[src/rtl/trace_reader.sv]
// Traceback path decoder: reads (x,y) entries from memory in address order and
// turns each step into an alignment op (TOP / LEFT / MATCH / MISMATCH) on a valid/ready stream.
module trace_reader #(
  parameter int LENGTH      = 10,
  parameter int CWIDTH      = 2,
  parameter int CORD_LENGTH = 8,
  parameter int MEM_SIZE    = 9
) (
  input  logic                       clk,
  input  logic                       reset,
  input  logic                       start,
  input  logic [MEM_SIZE-1:0]        path_len,
  input  logic [LENGTH*CWIDTH-1:0]   s1,
  input  logic [LENGTH*CWIDTH-1:0]   s2,
  output logic [MEM_SIZE-1:0]        raddr,
  input  logic [2*CORD_LENGTH-1:0]   rdata,
  output logic                       out_valid,
  input  logic                       out_ready,
  output logic [1:0]                 out_op,
  output logic [CWIDTH-1:0]          out_c1,
  output logic [CWIDTH-1:0]          out_c2,
  output logic                       busy,
  output logic                       done,
  output logic                       error
);

  // Stream handshake: an op transfers on a rising edge where out_valid and
  // out_ready are both high; while out_valid is high without out_ready, the
  // op and its characters stay unchanged.

  typedef enum logic [2:0] {
    S_IDLE  = 3'd0,
    S_FETCH = 3'd1,
    S_LOAD  = 3'd2,
    S_EMIT  = 3'd3,
    S_DONE  = 3'd4
  } state_t;

  localparam logic [1:0] OP_TOP      = 2'b00;
  localparam logic [1:0] OP_LEFT     = 2'b01;
  localparam logic [1:0] OP_MATCH    = 2'b10;
  localparam logic [1:0] OP_MISMATCH = 2'b11;

  localparam logic [CORD_LENGTH-1:0] LEN_C  = CORD_LENGTH'(LENGTH);
  localparam logic [CORD_LENGTH-1:0] LAST_C = CORD_LENGTH'(LENGTH - 1);
  localparam logic [CORD_LENGTH-1:0] ZERO_C = '0;
  localparam logic [CORD_LENGTH-1:0] ONE_C  = CORD_LENGTH'(1);
  localparam logic [MEM_SIZE-1:0]    MAX_PATH = MEM_SIZE'(2 * LENGTH - 1);
  localparam logic [MEM_SIZE-1:0]    ONE_A    = MEM_SIZE'(1);

  state_t                  state_q, state_d;
  logic [MEM_SIZE-1:0]     raddr_q, raddr_d;
  logic [CORD_LENGTH-1:0]  cur_x_q, cur_x_d, cur_y_q, cur_y_d;
  logic [CORD_LENGTH-1:0]  nxt_x_q, nxt_x_d, nxt_y_q, nxt_y_d;
  logic                    first_q, first_d;
  logic                    last_q, last_d;
  logic                    done_q, done_d;
  logic                    error_q, error_d;

  logic [CORD_LENGTH-1:0]  rd_x, rd_y, rd_dx, rd_dy, step_dx, step_dy;
  logic                    rd_in_range, rd_step_ok;
  logic [CWIDTH-1:0]       c1, c2;

  function automatic logic [CWIDTH-1:0] char_at(input logic [LENGTH*CWIDTH-1:0] s,
                                                input logic [CORD_LENGTH-1:0]   idx);
    logic [CWIDTH-1:0] c;
    c = '0;
    for (int i = 0; i < LENGTH; i++) begin
      if (idx == CORD_LENGTH'(i)) c = s[i*CWIDTH +: CWIDTH];
    end
    return c;
  endfunction

  always_ff @(posedge clk or negedge reset) begin
    if (!reset) begin
      state_q <= S_IDLE;
      raddr_q <= '0;
      cur_x_q <= '0;
      cur_y_q <= '0;
      nxt_x_q <= '0;
      nxt_y_q <= '0;
      first_q <= 1'b0;
      last_q  <= 1'b0;
      done_q  <= 1'b0;
      error_q <= 1'b0;
    end else begin
      state_q <= state_d;
      raddr_q <= raddr_d;
      cur_x_q <= cur_x_d;
      cur_y_q <= cur_y_d;
      nxt_x_q <= nxt_x_d;
      nxt_y_q <= nxt_y_d;
      first_q <= first_d;
      last_q  <= last_d;
      done_q  <= done_d;
      error_q <= error_d;
    end
  end

  always_comb begin
    state_d = state_q;
    raddr_d = raddr_q;
    cur_x_d = cur_x_q;
    cur_y_d = cur_y_q;
    nxt_x_d = nxt_x_q;
    nxt_y_d = nxt_y_q;
    first_d = first_q;
    last_d  = last_q;
    error_d = error_q;
    done_d  = (state_q == S_DONE);

    rd_x        = rdata[CORD_LENGTH-1:0];
    rd_y        = rdata[2*CORD_LENGTH-1:CORD_LENGTH];
    rd_dx       = cur_x_q - rd_x;
    rd_dy       = cur_y_q - rd_y;
    rd_in_range = (rd_x < LEN_C) && (rd_y < LEN_C);
    rd_step_ok  = ((rd_dx == ONE_C)  && (rd_dy == ONE_C)) ||
                  ((rd_dx == ZERO_C) && (rd_dy == ONE_C)) ||
                  ((rd_dx == ONE_C)  && (rd_dy == ZERO_C));

    case (state_q)
      S_IDLE: begin
        if (start) begin
          error_d = 1'b0;
          raddr_d = '0;
          first_d = 1'b1;
          last_d  = 1'b0;
          // Bad lengths are rejected before any memory access.
          if ((path_len == '0) || (path_len > MAX_PATH)) begin
            error_d = 1'b1;
            state_d = S_DONE;
          end else begin
            state_d = S_FETCH;
          end
        end
      end
      S_FETCH: state_d = S_LOAD;
      S_LOAD: begin
        if (first_q) begin
          first_d = 1'b0;
          cur_x_d = rd_x;
          cur_y_d = rd_y;
          if ((rd_x != LAST_C) || (rd_y != LAST_C)) begin
            error_d = 1'b1;
            state_d = S_DONE;
          end else if (path_len == ONE_A) begin
            if ((rd_x != ZERO_C) || (rd_y != ZERO_C)) begin
              error_d = 1'b1;
              state_d = S_DONE;
            end else begin
              last_d  = 1'b1;
              state_d = S_EMIT;
            end
          end else begin
            raddr_d = ONE_A;
            state_d = S_FETCH;
          end
        end else if (raddr_q == path_len) begin
          // Past the end: current already holds the final (0,0) entry.
          last_d  = 1'b1;
          state_d = S_EMIT;
        end else begin
          nxt_x_d = rd_x;
          nxt_y_d = rd_y;
          if (!rd_in_range || !rd_step_ok) begin
            error_d = 1'b1;
            state_d = S_DONE;
          end else if ((raddr_q == path_len - ONE_A) &&
                       ((rd_x != ZERO_C) || (rd_y != ZERO_C))) begin
            error_d = 1'b1;
            state_d = S_DONE;
          end else begin
            state_d = S_EMIT;
          end
        end
      end
      S_EMIT: begin
        if (out_ready) begin
          if (last_q) begin
            state_d = S_DONE;
          end else begin
            cur_x_d = nxt_x_q;
            cur_y_d = nxt_y_q;
            raddr_d = raddr_q + ONE_A;
            state_d = S_FETCH;
          end
        end
      end
      S_DONE:  state_d = S_IDLE;
      default: state_d = S_IDLE;
    endcase
  end

  always_comb begin
    step_dx   = cur_x_q - nxt_x_q;
    step_dy   = cur_y_q - nxt_y_q;
    c1        = char_at(s1, cur_y_q);
    c2        = char_at(s2, cur_x_q);
    out_valid = (state_q == S_EMIT);
    out_op    = '0;
    out_c1    = '0;
    out_c2    = '0;
    if (out_valid) begin
      if (last_q || ((step_dx == ONE_C) && (step_dy == ONE_C))) begin
        out_op = (c1 == c2) ? OP_MATCH : OP_MISMATCH;
        out_c1 = c1;
        out_c2 = c2;
      end else if (step_dx == ZERO_C) begin
        out_op = OP_TOP;
        out_c1 = c1;
      end else begin
        out_op = OP_LEFT;
        out_c2 = c2;
      end
    end
  end

  assign raddr = raddr_q;
  assign busy  = (state_q != S_IDLE);
  assign done  = done_q;
  assign error = error_q;

endmodule

[config.mk]
export PLATFORM = sky130hd
export DESIGN_NAME = trace_reader
export DESIGN_NICKNAME = d
export VERILOG_FILES = /design/src/rtl/trace_reader.sv
export SDC_FILE = /design/constraint.sdc
export NUM_CORES = 1
export LEC_CHECK = 0
export BUFFER_PORTS_ARGS = -buffer_cell sky130_fd_sc_hd__buf_4
export CAP_MARGIN = 25
export CELL_PAD_IN_SITES_DETAIL_PLACEMENT = 1
export CELL_PAD_IN_SITES_GLOBAL_PLACEMENT = 1
export CORE_ASPECT_RATIO = 0.5
export CORE_MARGIN = 8
export CORE_UTILIZATION = 45
export DETAILED_ROUTE_END_ITERATION = 8
export PLACE_DENSITY_LB_ADDON = 0.08
export SYNTH_ARGS = -nofsm -noshare
export SYNTH_HDL_FRONTEND = slang
export SYNTH_SLANG_ARGS = --single-unit
[constraint.sdc]
create_clock -name clk -period 8.2 [get_ports clk]
set_clock_uncertainty 0.1 [all_clocks]
set_input_delay 0.82 -clock clk [delete_from_list [all_inputs] [get_ports clk]]
set_output_delay 0.82 -clock clk [all_outputs]
set_load 0.02 [all_outputs]
* Word-level counts from Yosys, hierarchy flattened
Index checks and enable logic that the tools add are counted.
Storage, ports and cells: flip-flop bits (word level) 48, input bits 69, output and inout bits 19
Operators by class: reduce and logical (&&, ||, !) cells 35, mux-type cells 76, bitwise gates (word level) 2, equality and inequality tests 46, add/sub/neg operators 6, magnitude comparators 3
Operators by type and width (number):
- equality test 8 x 3 -> 1 bit, second input constant | 8
- 2-to-1 mux 2 bit | 28
- 2-to-1 mux 9 bit | 6
- equality test 8 x 1 -> 1 bit, second input constant | 6
- 2-to-1 mux 8 bit | 6
- zero test 8 bit | 5
- 2-to-1 mux 3 bit | 11
- equality test 8 x 2 -> 1 bit, second input constant | 4
- equality test 8 x 4 -> 1 bit, second input constant | 4
- case mux 8 bit (2 select lines) | 2
- subtractor 8 bit | 4
- case mux 9 bit (3 select lines) | 1
- equality test 9 bit | 2
- 2-to-1 mux 1 bit | 18
- < comparator 8 x 4 -> 1 bit, second input constant | 2
- inequality test 8 x 4 -> 1 bit, second input constant | 2
- nonzero test 8 bit | 2
- inequality test 3 bit, second input constant | 5
- inequality test 4 bit, second input constant | 3
- case mux 3 bit (4 select lines) | 1
- AND reduction 6 bit | 2
- inequality test 2 bit, second input constant | 5
- adder 9 x 1 -> 9 bit, second input constant | 1
- equality test 9 x 1 -> 1 bit, second input constant | 1
- 20 further kinds | 39

* Depth between registers and ports, before layout
Gate-level depths: netlist (run 1).
word-level depth 15, gate-level depth with buffers 11

* Worst setup path before layout (run 1)
No wires, ideal clock.
kind register to output, from register cur_x_q[0], to output out_c1[0], slack 4.135 ns, stages on the path, launching flop included 11, arrival time 3.145 ns, cell sequence dfrtp_1 clkbuf_1 inv_1 ha_1 nor2b_1 o21a_1 mux2_2 or4_1 a211oi_2 a41oi_1 a211oi_1
On the way: longest elaborated chain between the ends 6
Ends and longest elaborated chain:
- start, declared | RTL line 53 | logic [CORD_LENGTH-1:0] cur_x_q, cur_x_d, cur_y_q, cur_y_d;
- start signal, assigned | RTL line 89 | cur_x_q <= cur_x_d;
- subtractor 8 bit * | RTL line 195 | step_dx = cur_x_q - nxt_x_q;
- equality test 8 x 1 -> 1 bit | RTL line 204 | if (last_q || ((step_dx == ONE_C) && (step_dy == ONE_C))) begin
- logical AND 1 bit | RTL line 204
- logical OR 1 bit | RTL line 204
- 2-to-1 mux 2 bit * | RTL line 204
- 2-to-1 mux 2 bit * | RTL line 203 | if (out_valid) begin
- end, declared | RTL line 20 | output logic [CWIDTH-1:0] out_c1,
Mark *: on every way between the ends. The rest lies on a longest branch, timed or not.

* Final worst setup path (run 1)
from register cur_x_q[0], to output out_op[0]
On the way: longest elaborated chain between the ends 15
Ends and longest elaborated chain:
- zero test 8 bit | RTL line 69 | if (idx == CORD_LENGTH'(i)) c = s[i*CWIDTH +: CWIDTH];
- 2-to-1 mux 2 bit (10 in series) | RTL line 69
- equality test 2 bit | RTL line 205 | out_op = (c1 == c2) ? OP_MATCH : OP_MISMATCH;
- 2-to-1 mux 1 bit | RTL line 205
- 2-to-1 mux 2 bit * | RTL line 204
- 2-to-1 mux 2 bit * | RTL line 203
- end, declared | RTL line 19 | output logic [1:0] out_op,
Marks and branches as above.

==> results of run 1 <==
[synthesized netlist by cell type, types with 5 or more instances]
cell type / number / area, um2
nand2b_1: 6 / 37.54
inv_1: 46 / 172.7
xnor2_1: 15 / 131.4
a21o_1: 6 / 45.04
a211oi_1: 7 / 52.55
o31a_1: 6 / 52.55
xor2_1: 21 / 183.9
nor3_1: 9 / 45.04
o21ai_0: 45 / 225.2
mux2_2: 7 / 78.83
clkbuf_1: 14 / 52.55
nand3_1: 9 / 45.04
dfrtp_1: 48 / 1201
nor4_1: 11 / 68.82
mux4_2: 6 / 135.1
mux2i_1: 12 / 120.1
nor2b_1: 7 / 43.79
a21oi_1: 42 / 210.2
a31oi_1: 7 / 43.79
ha_1: 32 / 400.4
nand2_1: 56 / 210.2
nand4_1: 5 / 31.28
nor2_1: 47 / 176.4
[how the worst min path moves through the flow]
stage	slack, ns	to	cells past startpoint	startpoint
6_report	0.44	nxt_x_q[0]$_DFFE_PN0P_	1	nxt_x_q[0]$_DFFE_PN0P_
5_1_grt	0.46	nxt_x_q[0]$_DFFE_PN0P_	1	nxt_x_q[0]$_DFFE_PN0P_
2_1_floorplan	0.39	cur_y_q[6]$_DFFE_PN0P_	2	cur_y_q[6]$_DFFE_PN0P_
3_3_place_gp	0.43	nxt_x_q[0]$_DFFE_PN0P_	1	nxt_x_q[0]$_DFFE_PN0P_
4_1_cts	0.44	nxt_x_q[0]$_DFFE_PN0P_	1	nxt_x_q[0]$_DFFE_PN0P_
3_5_place_dp	0.43	nxt_x_q[0]$_DFFE_PN0P_	1	nxt_x_q[0]$_DFFE_PN0P_
[power by group through the flow]
stage          Clock [mW]  Combinational, mW  Sequential, mW
2_1_floorplan           0              0.118           0.261
3_3_place_gp            0              0.181           0.265
3_5_place_dp            0              0.187           0.266
4_1_cts             0.218              0.188           0.262
5_1_grt             0.225              0.208           0.263
6_report            0.213              0.188           0.262
[cells by family after synthesis]
family / after synthesis / share of synthesized area [%]
AND/OR/NAND/NOR: 175 / 19.29
AO/OA/AOI/OAI: 150 / 21.84
buffers and inverters: 65 / 6.494
flip-flops: 48 / 26.99
XOR/XNOR: 36 / 7.085
adder cells (fa/ha/maj): 36 / 10.80
multiplexers: 25 / 7.507
[worst reg2reg max path, stage by stage, from the launching register on]
cell	delay, ns
dfrtp_1	0.62
inv_1	0.18
ha_1	0.25
fa_1	0.50
nand2_1	0.05
a211oi_1	0.23
o311ai_0	0.17
nor4_1	0.34
nand4b_1	0.22
a2111oi_4	0.51
o22ai_1	0.16
[sequential cells by signal (all words and copies together), names as in the netlist]
name and flops:
done 1, cur_y_q 8, raddr 9, nxt_y_q 8
nxt_x_q 8, state_q 3, last_q 1, first_q 1
cur_x_q 8, error 1
[final cells by class]
| type | count | area, um2 | share of cell area, % |
|---|---|---|---|
| clock buffer | 6 | 138.9 | 2.605 |
| clock inverter | 1 | 8.758 | 0.1643 |
| inverter | 46 | 172.7 | 3.239 |
| multi-input combinational | 422 | 2965 | 55.62 |
| sequential | 48 | 1201 | 22.53 |
| tap | 135 | 168.9 | 3.168 |
| timing repair buffer | 90 | 675.6 | 12.67 |
[per-layer routing]
metal	track usage (%)	vias up	share of wire (%)
met3	4.516	17	6.0
met5	0	-	0
met1	27.88	2096	47
li1	-	2073	-
met4	4.502	0	1.0
met2	35.82	121	46
[through the flow]
stage	instances	instance area [um2]
floorplan	535	4451
global placement	741	5184
detailed placement	741	5184
CTS	748	5331
global route	748	5331
finish	748	5331
==> flow_summary.ini, run 1 <==
[logic_synthesis]
syn_avg_cell_area_um2 = 8.319
synth_area_um2 = 4451
synth-async-reset-ratio_pct = 100.0
ys_ff_latch = 48
yosysWarnings = 0
postSynthCellCount = 535
synth_cell_types = 64
ys.flop_type = dfrtp_1
syn_nets = 640
ys_seq_area_share_pct = 26.99
synth_edf_count = 0

[cts]
cts_tree = yes
numCtsBuffers = 5
cts.sinks = 48
clk_latency_ns = 0.29
ctsResizeCount = 0
clockBufferDepth = 2
root_buffer = clkbuf_16
post_cts_buffers = 0
clk_pin_slew_worst_paths_ns = 0.06
hold_buffers = 0
cts_htree_levels = 2

[setup_path]
worstPathCellList = inv_1 > ha_1 > nor2b_1 > o21a_1 > mux2_2 > or4_1 > a211oi_2 > a41oi_1 > o31a_1 > buf_4
path_max_fanout = 8
cp-startpoint = cur_x_q[0]$_DFFE_PN0P_
ff2ff_setup_slack_ns = 4.74
regToRegStartpoint = cur_y_q[0]$_DFFE_PN0P_
cp-start-kind = register
crit_family = compound AO/OA/AOI/OAI gates
cp_num_buf_inv = 2
endpoint_kind = output port
max_stage_delay_ns = 0.57
critPathArrivalTime_ns = 3.62
rr_worst_depth = 10
cp-endpoint = out_op[0]
worstReg2RegEnd = state_q[2]$_DFFE_PN0P_
worst_ep_required_time_ns = 7.28
worstSetupPathType = reg2out
crit_cells = 10
slowest_stage = dfrtp_1

[cells_and_area]
syn_to_final_growth_pct = 19.79
finalNetCount = 718
layout_commonest_cell = buf_4
diodes = 0
fin_util_pct = 55.88
nFillCells = 1186
mostFrequentLayoutCells = buf_4, nand2_1, dfrtp_1
drive_above_1_share_pct = 19.74

[sta]
finalCriticalPeriod_ns = 4.539
finalHoldViolCount = 0
fin_setup_tns_ns = 0
finalMaxSlewViolations = 0
fin_ws_ns = 3.661
tightest_slew_ns = 0.9820
worst_hold_slack_ns = 0.4394
timing.fmax_mhz = 220.3
fin_crit_sh_pct = 55.35
max_slew_margin_pct = 33.93
rsz0062_at_grt = no
setup_viol = 0

[routing]
vias = 4307
ant_nets = 0
drtPass1Iterations = 5
viasPerCell = 5.758
wl_mm = 14.31
drt-wirelength-per-cell_um = 19.13
route.detailed.drc = 0
first_iter_violations = 227

[pwr]
power_frac_clock_pct = 32.2
power_frac_comb_pct = 28.4
total_power_mw = 0.6631
p_seq_share_pct = 39.5
vdd_drop_max_v = 0.00009163
power.leakage_nw = 2.394
pwr_density_cell_nw_per_um2 = 124.4
internal-power_mw = 0.4557
sw_frac_of_total_pct = 31.28
p_switching_mw = 0.2074

[grt]
grtUsageTotal_pct = 21.36
grt-ovfl-total = 0
antenna_found_initial = 0
grt_max_degree = 49
grt_pass1_wl_mm = 23.32
grt_pass1_vias = 4667

[die]
pin_count = 88
die_height_um = 86.32
initial_utilization_pct = 46.65
core_um2 = 9540
die_w_um = 156.6
fp-row-count = 25
dieArea_um2 = 13520

[placement]
gp_congestion = 0.8717
hpwl_mm = 11.44
place_ws_ns = 4.008
port_buffers = 87

[worst_hold_path]
hp-class = reg2reg

[run_status]
status = complete, no violations

[flow_run]
drv_cap = 0
Power figures use the tool's default switching activity.
==> inputs of run 2 (changes only) <==
--- a/config.mk
+++ b/config.mk
@@ -11,7 +11,7 @@
 export CELL_PAD_IN_SITES_GLOBAL_PLACEMENT = 1
 export CORE_ASPECT_RATIO = 0.5
 export CORE_MARGIN = 8
-export CORE_UTILIZATION = 45
+export CORE_UTILIZATION = 38
 export DETAILED_ROUTE_END_ITERATION = 8
 export PLACE_DENSITY_LB_ADDON = 0.08
 export SYNTH_ARGS = -nofsm -noshare
==> constraint.sdc (replaced) <==
create_clock -name clk -period 3.8 [get_ports clk]
set_clock_uncertainty 0.1 [all_clocks]
set_input_delay 0.38 -clock clk [delete_from_list [all_inputs] [get_ports clk]]
set_output_delay 0.38 -clock clk [all_outputs]
set_load 0.02 [all_outputs]
==> run 2 against run 1 <==
Effect of this change: core utilization fell by 8.7 points; combinational power rose by 120%; power rose by 120%; critical endpoint unchanged.
==> flow_summary.ini, run 2 (same netlist as run 1, synthesis figures left out) <==
[setup_path]
critPathArrivalTime_ns = 3.20
cp-start-kind = register
endpoint_kind = output port
max_stage_delay_ns = 0.44
worst_ep_required_time_ns = 3.32
path_max_fanout = 4
slowest_stage = or4_4
worstSetupPathType = reg2out
cp-startpoint = nxt_x_q[1]$_DFFE_PN0P_
worstPathCellList = inv_1 > ha_1 > nor2b_1 > o21a_1 > mux2_2 > or4_4 > a211oi_4 > a41oi_2 > o31a_1 > buf_4
regToRegStartpoint = cur_x_q[1]$_DFFE_PN0P_

[die]
initial_utilization_pct = 38.26
core_um2 = 11630
pin_count = 88
fp-row-count = 28
die_height_um = 92.53
die_w_um = 169.1
dieArea_um2 = 15640

[cts]
numCtsBuffers = 5
clk_pin_slew_worst_paths_ns = 0.07
root_buffer = clkbuf_16
clockBufferDepth = 2
hold_buffers = 0
clk_latency_ns = 0.30
cts_tree = yes
cts_htree_levels = 2
cts.sinks = 48

[sta]
max_slew_margin_pct = 55.55
fin_setup_tns_ns = 0
finalCriticalPeriod_ns = 3.681
tightest_slew_ns = 0.6668
setup_viol = 0
finalHoldViolCount = 0
finalMaxSlewViolations = 0
fin_crit_sh_pct = 96.86
timing.fmax_mhz = 271.7

[cells_and_area]
largest_register_ffs = 9
nFillCells = 1434
syn_to_final_growth_pct = 23.19
drive_above_1_share_pct = 21.73
finalNetCount = 730
diodes = 0
mostFrequentLayoutCells = buf_4, nand2_1, dfrtp_1
layout_commonest_cell = buf_4

[routing]
route.detailed.drc = 0
ant_nets = 0
drtPass1Iterations = 4
first_iter_violations = 214
drt-wirelength-per-cell_um = 17.85
vias = 4276
wl_mm = 14.12
viasPerCell = 5.406

[pwr]
pwr_density_cell_nw_per_um2 = 265.5
total_power_mw = 1.456
vdd_drop_max_v = 0.0001302
power.leakage_nw = 2.463

[placement]
hpwl_mm = 11.19
gp_congestion = 0.8090
port_buffers = 87

[grt]
grt_max_degree = 49
grt_pass1_vias = 4511
grt_pass1_wl_mm = 23.11
antenna_found_initial = 0
grt-ovfl-total = 0
grtUsageTotal_pct = 18.09

[worst_hold_path]
hp-class = in2async

[flow_run]
drv_cap = 0

[run_status]
status = complete, no violations
## run 2: per-stage QoR
stage | cell area [um2] | setup WS (ns) | util [%] | hold WS, ns | std cells
after detailed placement | 5266 | 0.2483 | 45.28 | 0.3614 | 777
after global placement | 5266 | 0.4054 | 45.28 | 0.3584 | 777
after CTS | 5434 | 0.02097 | 46.72 | 0.04006 | 785
final | 5483 | 0.1192 | 47.14 | 0.005034 | 791
after global routing | 5483 | -0.01444 | 47.14 | 0.07809 | 791
after floorplan | 4451 | 0.1751 | - | -0.01559 | 535
## run 2: layout make-up
| cell class | instances | area [um2] | area share (%) |
|---|---|---|---|
| well taps | 165 | 206.4 | 3.765 |
| flip-flops and latches | 48 | 1201 | 21.91 |
| clock buffers | 6 | 138.9 | 2.533 |
| repair buffers | 102 | 765.7 | 13.97 |
| inverters | 46 | 172.7 | 3.149 |
| clock inverters | 2 | 13.76 | 0.2510 |
| multi-input cells | 422 | 2984 | 54.43 |
## run 2: worst paths after layout
kind | end | slack [ns] | cells after the start
max | out_op[0] | 0.12 | 10
min | nxt_x_q[5]$_DFFE_PN0P_ | 0.005 | 1
max reg2reg | state_q[2]$_DFFE_PN0P_ | 0.80 | 10
min reg2reg | nxt_x_q[0]$_DFFE_PN0P_ | 0.45 | 1
max in group asynchronous | cur_y_q[0]$_DFFE_PN0P_ | 3.13 | 1
min in group clk | nxt_x_q[4]$_DFFE_PN0P_ | 0.21 | 3
## run 2: worst max-delay path, delay by kind of cell (launching register included)
family	cells	cell delay (ns)
simple gates	2	0.58
buf+inv	2	0.23
mux	1	0.35
fa+ha+maj	1	0.26
flops	1	0.36
compound gates	4	1.13
## run 2: per-layer routing
metal  share of wire [%]  routed length, um  vias up  global-route usage, %
met4                0.69                 98        0                  3.292
met1                  51               7258     2085                  25.11
met5                   0                  0        -                      0
li1                    -                  -     2097                      -
met2                  43               6120       86                  28.95
met3                 4.5                637        8                  3.693
## run 2: report_power, final
part	internal, mW	switching (mW)	total, mW
clock	0.264	0.215	0.480
combinational	0.196	0.225	0.421
sequential	0.534	0.0212	0.556
## run 2: what timing repair did
action	4_1_cts	5_1_grt
setup buffers	0	6
resized for setup	2	1
pin swaps	0	3
gates cloned	0	0
setup endpoints to repair	3	3
